[config.mk]
export PLATFORM = sky130hd
export DESIGN_NAME = alu_sched
export DESIGN_NICKNAME = d
export VERILOG_FILES = /design/src/rtl/alu_sched.sv
export SDC_FILE = /design/constraint.sdc
export NUM_CORES = 1
export LEC_CHECK = 0
export ABC_AREA = 1
export BUFFER_PORTS_ARGS = -buffer_cell sky130_fd_sc_hd__buf_2
export CAP_MARGIN = 15
export CORE_MARGIN = 4
export CORE_UTILIZATION = 40
export CTS_BUF_LIST = sky130_fd_sc_hd__clkbuf_4 sky130_fd_sc_hd__clkbuf_8 sky130_fd_sc_hd__clkbuf_16
export DETAILED_ROUTE_END_ITERATION = 8
export PLACE_DENSITY_LB_ADDON = 0.12
export SLEW_MARGIN = 20
export SYNTH_ARGS = -nofsm -noshare
export SYNTH_HDL_FRONTEND = slang
export SYNTH_SLANG_ARGS = --single-unit
[constraint.sdc]
create_clock -name clk -period 1.5 [get_ports clk]
set_clock_uncertainty 0.1 [all_clocks]
set_input_delay 0.225 -clock clk [delete_from_list [all_inputs] [get_ports clk]]
set_output_delay 0.225 -clock clk [all_outputs]
set_load 0.005 [all_outputs]
[src/rtl/alu_sched.sv]
// alu_sched: shares one combinational 4-bit ALU between two requesters and returns id-tagged results.
// Optional feature macro: ALU_SCHED_FIXED_PRIO_EN (fixed priority, req0 wins ties); default is round-robin.
//
// state  | meaning
// IDLE   | waiting for a request, grant issued combinationally
// EXEC   | op registers drive the ALU, result captured at the edge
// RESP   | response held until rsp_ready
module alu_sched #(
    parameter int WIDTH = 4,
    parameter int CNT_W = 8
) (
    input  logic             clk,
    input  logic             rst_n,
    input  logic             req0_valid,
    output logic             req0_ready,
    input  logic [WIDTH-1:0] req0_a,
    input  logic [WIDTH-1:0] req0_b,
    input  logic [2:0]       req0_sel,
    input  logic             req1_valid,
    output logic             req1_ready,
    input  logic [WIDTH-1:0] req1_a,
    input  logic [WIDTH-1:0] req1_b,
    input  logic [2:0]       req1_sel,
    output logic [WIDTH-1:0] alu_a,
    output logic [WIDTH-1:0] alu_b,
    output logic [2:0]       alu_sel,
    input  logic [WIDTH-1:0] alu_result,
    output logic             rsp_valid,
    input  logic             rsp_ready,
    output logic             rsp_id,
    output logic [WIDTH-1:0] rsp_result,
    output logic             rsp_zero,
    output logic [CNT_W-1:0] done_cnt0,
    output logic [CNT_W-1:0] done_cnt1
);

    localparam logic [1:0] S_IDLE = 2'd0;
    localparam logic [1:0] S_EXEC = 2'd1;
    localparam logic [1:0] S_RESP = 2'd2;
    localparam logic [CNT_W-1:0] CNT_ONE = {{(CNT_W-1){1'b0}}, 1'b1};

    logic [1:0] state;
    logic       grant1;
    logic       accept;

`ifdef ALU_SCHED_FIXED_PRIO_EN
    assign grant1 = req1_valid && !req0_valid;
`else
    logic last_grant;

    // On a tie the requester that did not win last time gets the grant.
    always_comb begin
        if (req0_valid && req1_valid) begin
            grant1 = ~last_grant;
        end else begin
            grant1 = req1_valid;
        end
    end

    always_ff @(posedge clk or negedge rst_n) begin
        if (!rst_n) begin
            last_grant <= 1'b1;
        end else if (accept) begin
            last_grant <= grant1;
        end
    end
`endif

    assign accept     = (state == S_IDLE) && (req0_valid || req1_valid);
    assign req0_ready = accept && !grant1;
    assign req1_ready = accept && grant1;
    assign rsp_valid  = (state == S_RESP);

    always_ff @(posedge clk or negedge rst_n) begin
        if (!rst_n) begin
            state      <= S_IDLE;
            alu_a      <= '0;
            alu_b      <= '0;
            alu_sel    <= 3'b000;
            rsp_id     <= 1'b0;
            rsp_result <= '0;
            rsp_zero   <= 1'b0;
            done_cnt0  <= '0;
            done_cnt1  <= '0;
        end else begin
            case (state)
                S_IDLE: begin
                    if (accept) begin
                        alu_a   <= grant1 ? req1_a : req0_a;
                        alu_b   <= grant1 ? req1_b : req0_b;
                        alu_sel <= grant1 ? req1_sel : req0_sel;
                        rsp_id  <= grant1;
                        state   <= S_EXEC;
                    end
                end
                S_EXEC: begin
                    rsp_result <= alu_result;
                    rsp_zero   <= (alu_result == '0);
                    state      <= S_RESP;
                end
                S_RESP: begin
                    if (rsp_ready) begin
                        if (rsp_id) begin
                            done_cnt1 <= done_cnt1 + CNT_ONE;
                        end else begin
                            done_cnt0 <= done_cnt0 + CNT_ONE;
                        end
                        state <= S_IDLE;
                    end
                end
                default: state <= S_IDLE;
            endcase
        end
    end

endmodule

# ---- After elaboration in Yosys (flattened, before gate mapping)
# Index checks and enable logic that the tools add are counted.
dict set report word_totals {
  ff_bits 36
  inputBits 31
  out_inout_bits 36
  word_cells 37
}
dict set report op_classes {
  addsub 2
  n_eq_ne 4
  muxes 7
  n_bitwise 2
  n_reduce_logical 12
}
# operator count
set ops {}
lappend ops {{adder 8 x 1 -> 8 bit, second input constant} 2}
lappend ops {{two-way mux 4 bit} 2}
lappend ops {{one-hot mux 2 bit (3 select lines)} 1}
lappend ops {{AND reduction 3 bit} 2}
lappend ops {{logical AND 1 bit} 4}
lappend ops {{logical NOT 4 bit} 1}
lappend ops {{two-way mux 2 bit} 2}
lappend ops {{AND reduction 2 bit} 2}
lappend ops {{two-way mux 3 bit} 1}
lappend ops {{== test 2 x 1 -> 1 bit, second input constant} 1}
lappend ops {{== test 2 bit, second input constant} 1}
lappend ops {{logical NOT 2 bit} 1}
lappend ops {{inequality test 2 x 1 -> 1 bit, second input constant} 1}
lappend ops {{inequality test 2 bit, second input constant} 1}
lappend ops {{NOT 1 bit} 2}
lappend ops {{logical NOT 1 bit} 1}
lappend ops {{logical OR 1 bit} 1}
lappend ops {{two-way mux 1 bit} 1}

# ---- Longest topological paths before layout
dict set report depth {
  ltp_word 4
  ltp_mapped 7
  depth_no_buf 7
}

# ---- Least setup slack after synthesis
# Ideal clock, no wire load.
dict set report synth_path {
  kind {register to output}
  startpoint {reg state[0]}
  endpoint {out req0_ready}
  arrival_ps 1046
  path_slack_ps 129
  path_stages_with_launch 5
  n_path_buf 1
  path_cell_list {dfrtp_1 -> nor3_4 -> inv_2 -> buf_2 -> nor2_1}
}
dict set report synth_between {
  elab_chain_len 3
}
# element line_no
set synth_lines {}
lappend synth_lines {{start: declaration} 42} ;# logic [1:0] state;
lappend synth_lines {{start signal: assignment} 76} ;# state <= S_IDLE;
lappend synth_lines {{start signal: assignment} 93} ;# state <= S_EXEC;
lappend synth_lines {{start signal: assignment} 99} ;# state <= S_RESP;
lappend synth_lines {{logical NOT 2 bit} 69} ;# assign accept = (state == S_IDLE) && (req0_valid || req1_valid);
lappend synth_lines {{logical AND 1 bit} 69}
lappend synth_lines {{logical AND 1 bit} 70} ;# assign req0_ready = accept && !grant1;
lappend synth_lines {{end: declaration} 15} ;# output logic req0_ready,
# No other way between the ends.

# ---- Final worst setup path
dict set report layout_path {
  startpoint {reg state[1]}
  endpoint {out req0_ready}
}
# Same word-level chain as after synthesis.

==> results.md <==
* Critical Path AT at 1240 ps
* Tcrit/Tclk final at 104%
* Critical Path End: req0_ready
* Switching fraction of total power at 36.0%
* Status: finished, violations left
* Async SR Flop Fraction at 100%
* Clk pwr share at 20.8%
* Critical Setup Path Class: flip-flop to primary output
* Vias in the first global route at 1456
* Post-synth top cells: nand2_1, dfrtp_1, inv_1
* Setup violators final at 3
* Net count, final at 348
* Register bit total from synthesis at 36
* Ys flop type: dfrtp_1
* Clock Tree Buf Depth at 2
* Largest net degree at the start of global routing at 23
* Leading area contributor after synthesis: dfrtp_1
* Synth Area per Inst at 7.86 um2
* Port buffer count at 66
* Ratio of cells with drive above 1 in the final layout at 32.3%
* Root buffer cell: clkbuf_8
* Antenna Cells at 0
* Placer Congestion at 0.825
* I/O Pins at 67
* Synth warn at 0
* Static Leak at 1.38 nW
* 1st-iter DRT viols at 58
* TritonCTS clock tree: yes
* Part of the power in registers at 39.3%
* Distinct cells, synth at 20
* Slew Viols, Final at 0
* Seq/Total Area, Yosys at 49.9%
* Tmin final at 1560 ps
* Setup ws final at -62.7 ps
* Routed vias/inst at 4.58
* R2R Path End: done_cnt1[3]$_DFFE_PN0P_
* Overall Power at 4.11 mW
* Final HPWL DP at 3150 um
* RSZ-0062 raised after global routing: true
* Syn Inst Count at 230
* Pwr dens at 1670 nW/um2
* Share of the synthesized area in the top cell type at 48.5%
* First-pass GRT wire length at 6410 um
* Die ar. at 5660 um2
* Reg2Reg Launch Point: state[0]$_DFFE_PN0P_
* Area delta synth->final at 36.4%
* Initial Util at 41.5%
* Comb pwr share at 40.0%
* Max VDD drop at 781 uV
* Failing checks: setup timing
* Hold Crit Class: primary input to flip-flop
* CP startpoint: state[1]$_DFFE_PN0P_
* Max Cap Violations at 0
* GR Overflow Total at 0
* Initial antenna violation count at 0
* Drt drc at 0
* Clk Latency, worst-skew pair at 280 ps
* GRT Resource Usage Total at 15.2%
* Fillers at 434
* CP Capture Type: primary output
* Avg WL per Cell at 11.2 um
* Post-DRT Antenna Nets at 0
* Synth area leaders: dfrtp_1, nand2_1, inv_1
* # clock sinks at 36
* Die X-Extent at 75.2 um
* Switch Pwr at 1.48 mW
* Router iterations before antenna repair at 4
* Top-count cell post-synth: nand2_1
* CP required at 1170 ps
* Clk slew on worst S/H paths at 70 ps
* Routed via count at 1684
* Core Region at 4350 um2
* Slew Limit Headroom at 74.9%
* FMAX at 0.640 GHz
* Reg2Reg Depth at 7
* Setup crit start kind: flip-flop
* Die height at 75.2 um
* R2r setup slk at 60 ps
* Final-report hold violation count at 0
* # rows at 24
* Max Fanout on Critical Path at 5
* Htree depth at 2
* Syn Std Cell Area at 1810 um2
* Sum Neg Setup Slack at -113 ps
* Internal Power at 2.63 mW
* Post-synth net total at 263
* Final wirelength at 4110 um
* Post-synth EDFFs at 0
* Final Util at 56.6%
* Slew @ Worst Pin at 376 ps
* CTS buffer count at 5
## layout make-up
type / count / area (um2) / area share, %
Sequential cell: 36 / 902 / 36.6
Multi-Input combinational cell: 155 / 776 / 31.5
Timing Repair Buffer: 82 / 479 / 19.4
Inverter: 35 / 131 / 5.33
Clock buffer: 6 / 76.3 / 3.10
Tap cell: 52 / 65.1 / 2.64
Clock inverter: 2 / 35.0 / 1.42
## per-stage QoR
stage | hold slack (ps) | setup slack, ps | cells | area, um2
floorplan | -171 | 129 | 230 | 1810
CTS | 73.0 | -91.1 | 365 | 2410
finish | 84.7 | -62.7 | 368 | 2460
global placement | 74.8 | 158 | 351 | 2240
global route | 85.9 | -144 | 368 | 2460
detailed placement | 67.2 | 153 | 351 | 2240
## cell usage in the layout, fill, tap and decap left out, types with 2 or more instances in the layout
master,n
nand2_1,96
buf_2,65
dfrtp_1,35
inv_1,33
nor2_1,12
buf_4,12
o211ai_1,11
nand3_1,7
nand3b_1,5
o21ai_0,5
clkbuf_8,5
nor2_4,3
nand4_1,3
buf_6,3
inv_2,2
nand3_4,2
xor2_1,2
o21ai_2,2
ha_1,2
## worst min path at each step
| stage | startpoint | end | slack [ps] | cells after the start |
|---|---|---|---|---|
| after floorplan | rst_n | alu_a[0]$_DFFE_PN0P_ | -170 | 0 |
| after global placement | rst_n | rsp_result[1]$_DFFE_PN0N_ | 70 | 1 |
| after detailed placement | rst_n | rsp_result[1]$_DFFE_PN0N_ | 70 | 1 |
| after CTS | req1_a[2] | alu_a[2]$_DFFE_PN0P_ | 70 | 3 |
| after global routing | req1_sel[2] | alu_sel[2]$_DFFE_PN0P_ | 90 | 3 |
| final | req1_a[2] | alu_a[2]$_DFFE_PN0P_ | 80 | 3 |
## critical path, cell delays in order (launching register included)
cell,delay (ps)
dfrtp_1,410
nor3_4,280
inv_2,60
nor2_1,90
buf_2,120
## registers in the layout, indices dropped and copies added, names as in the netlist
signal      flops
alu_a           4
alu_b           4
alu_sel         3
done_cnt0       8
done_cnt1       8
last_grant      1
rsp_id          1
rsp_result      4
rsp_zero        1
state           2
## power by group through the flow
stage	Combinational [mW]	Sequential, mW	Clock (mW)
2_1_floorplan	0.761	1.63	0
3_3_place_gp	1.43	1.62	0
3_5_place_dp	1.46	1.62	0
4_1_cts	1.56	1.61	0.879
5_1_grt	1.86	1.67	0.913
6_report	1.64	1.61	0.853
## per-layer routing
layer | wire, um | share of wire, % | vias up | global-route usage (%)
met5 | 0 | 0 | - | 0
met4 | 71 | 1.7 | 0 | 6.41
met3 | 324 | 7.9 | 5 | 5.87
met2 | 1830 | 45 | 46 | 23.4
met1 | 1890 | 46 | 745 | 19.3
li1 | - | - | 888 | -
## cell families (layout without fill, tap and decap cells)
kind of cell	after synthesis	after routing	synth area share [%]
adder cells (fa/ha/maj)	2	2	1.38
XOR/XNOR	2	2	0.970
AND/OR/NAND/NOR	131	131	32.1
buffers and inverters	39	125	8.52
flip-flops	36	36	49.9
AO/OA/AOI/OAI	20	20	7.06
## what timing repair did
item / 4_1_cts / 5_1_grt
buffers inserted: 5 / 3
endpoints found under the setup margin: 2 / 4
pin swaps: 2 / 3
hold buffers: 1 / 0
hold endpoints to repair: 14 / 0
gates resized for setup: 1 / 8
Power figures use the tool's default switching activity.
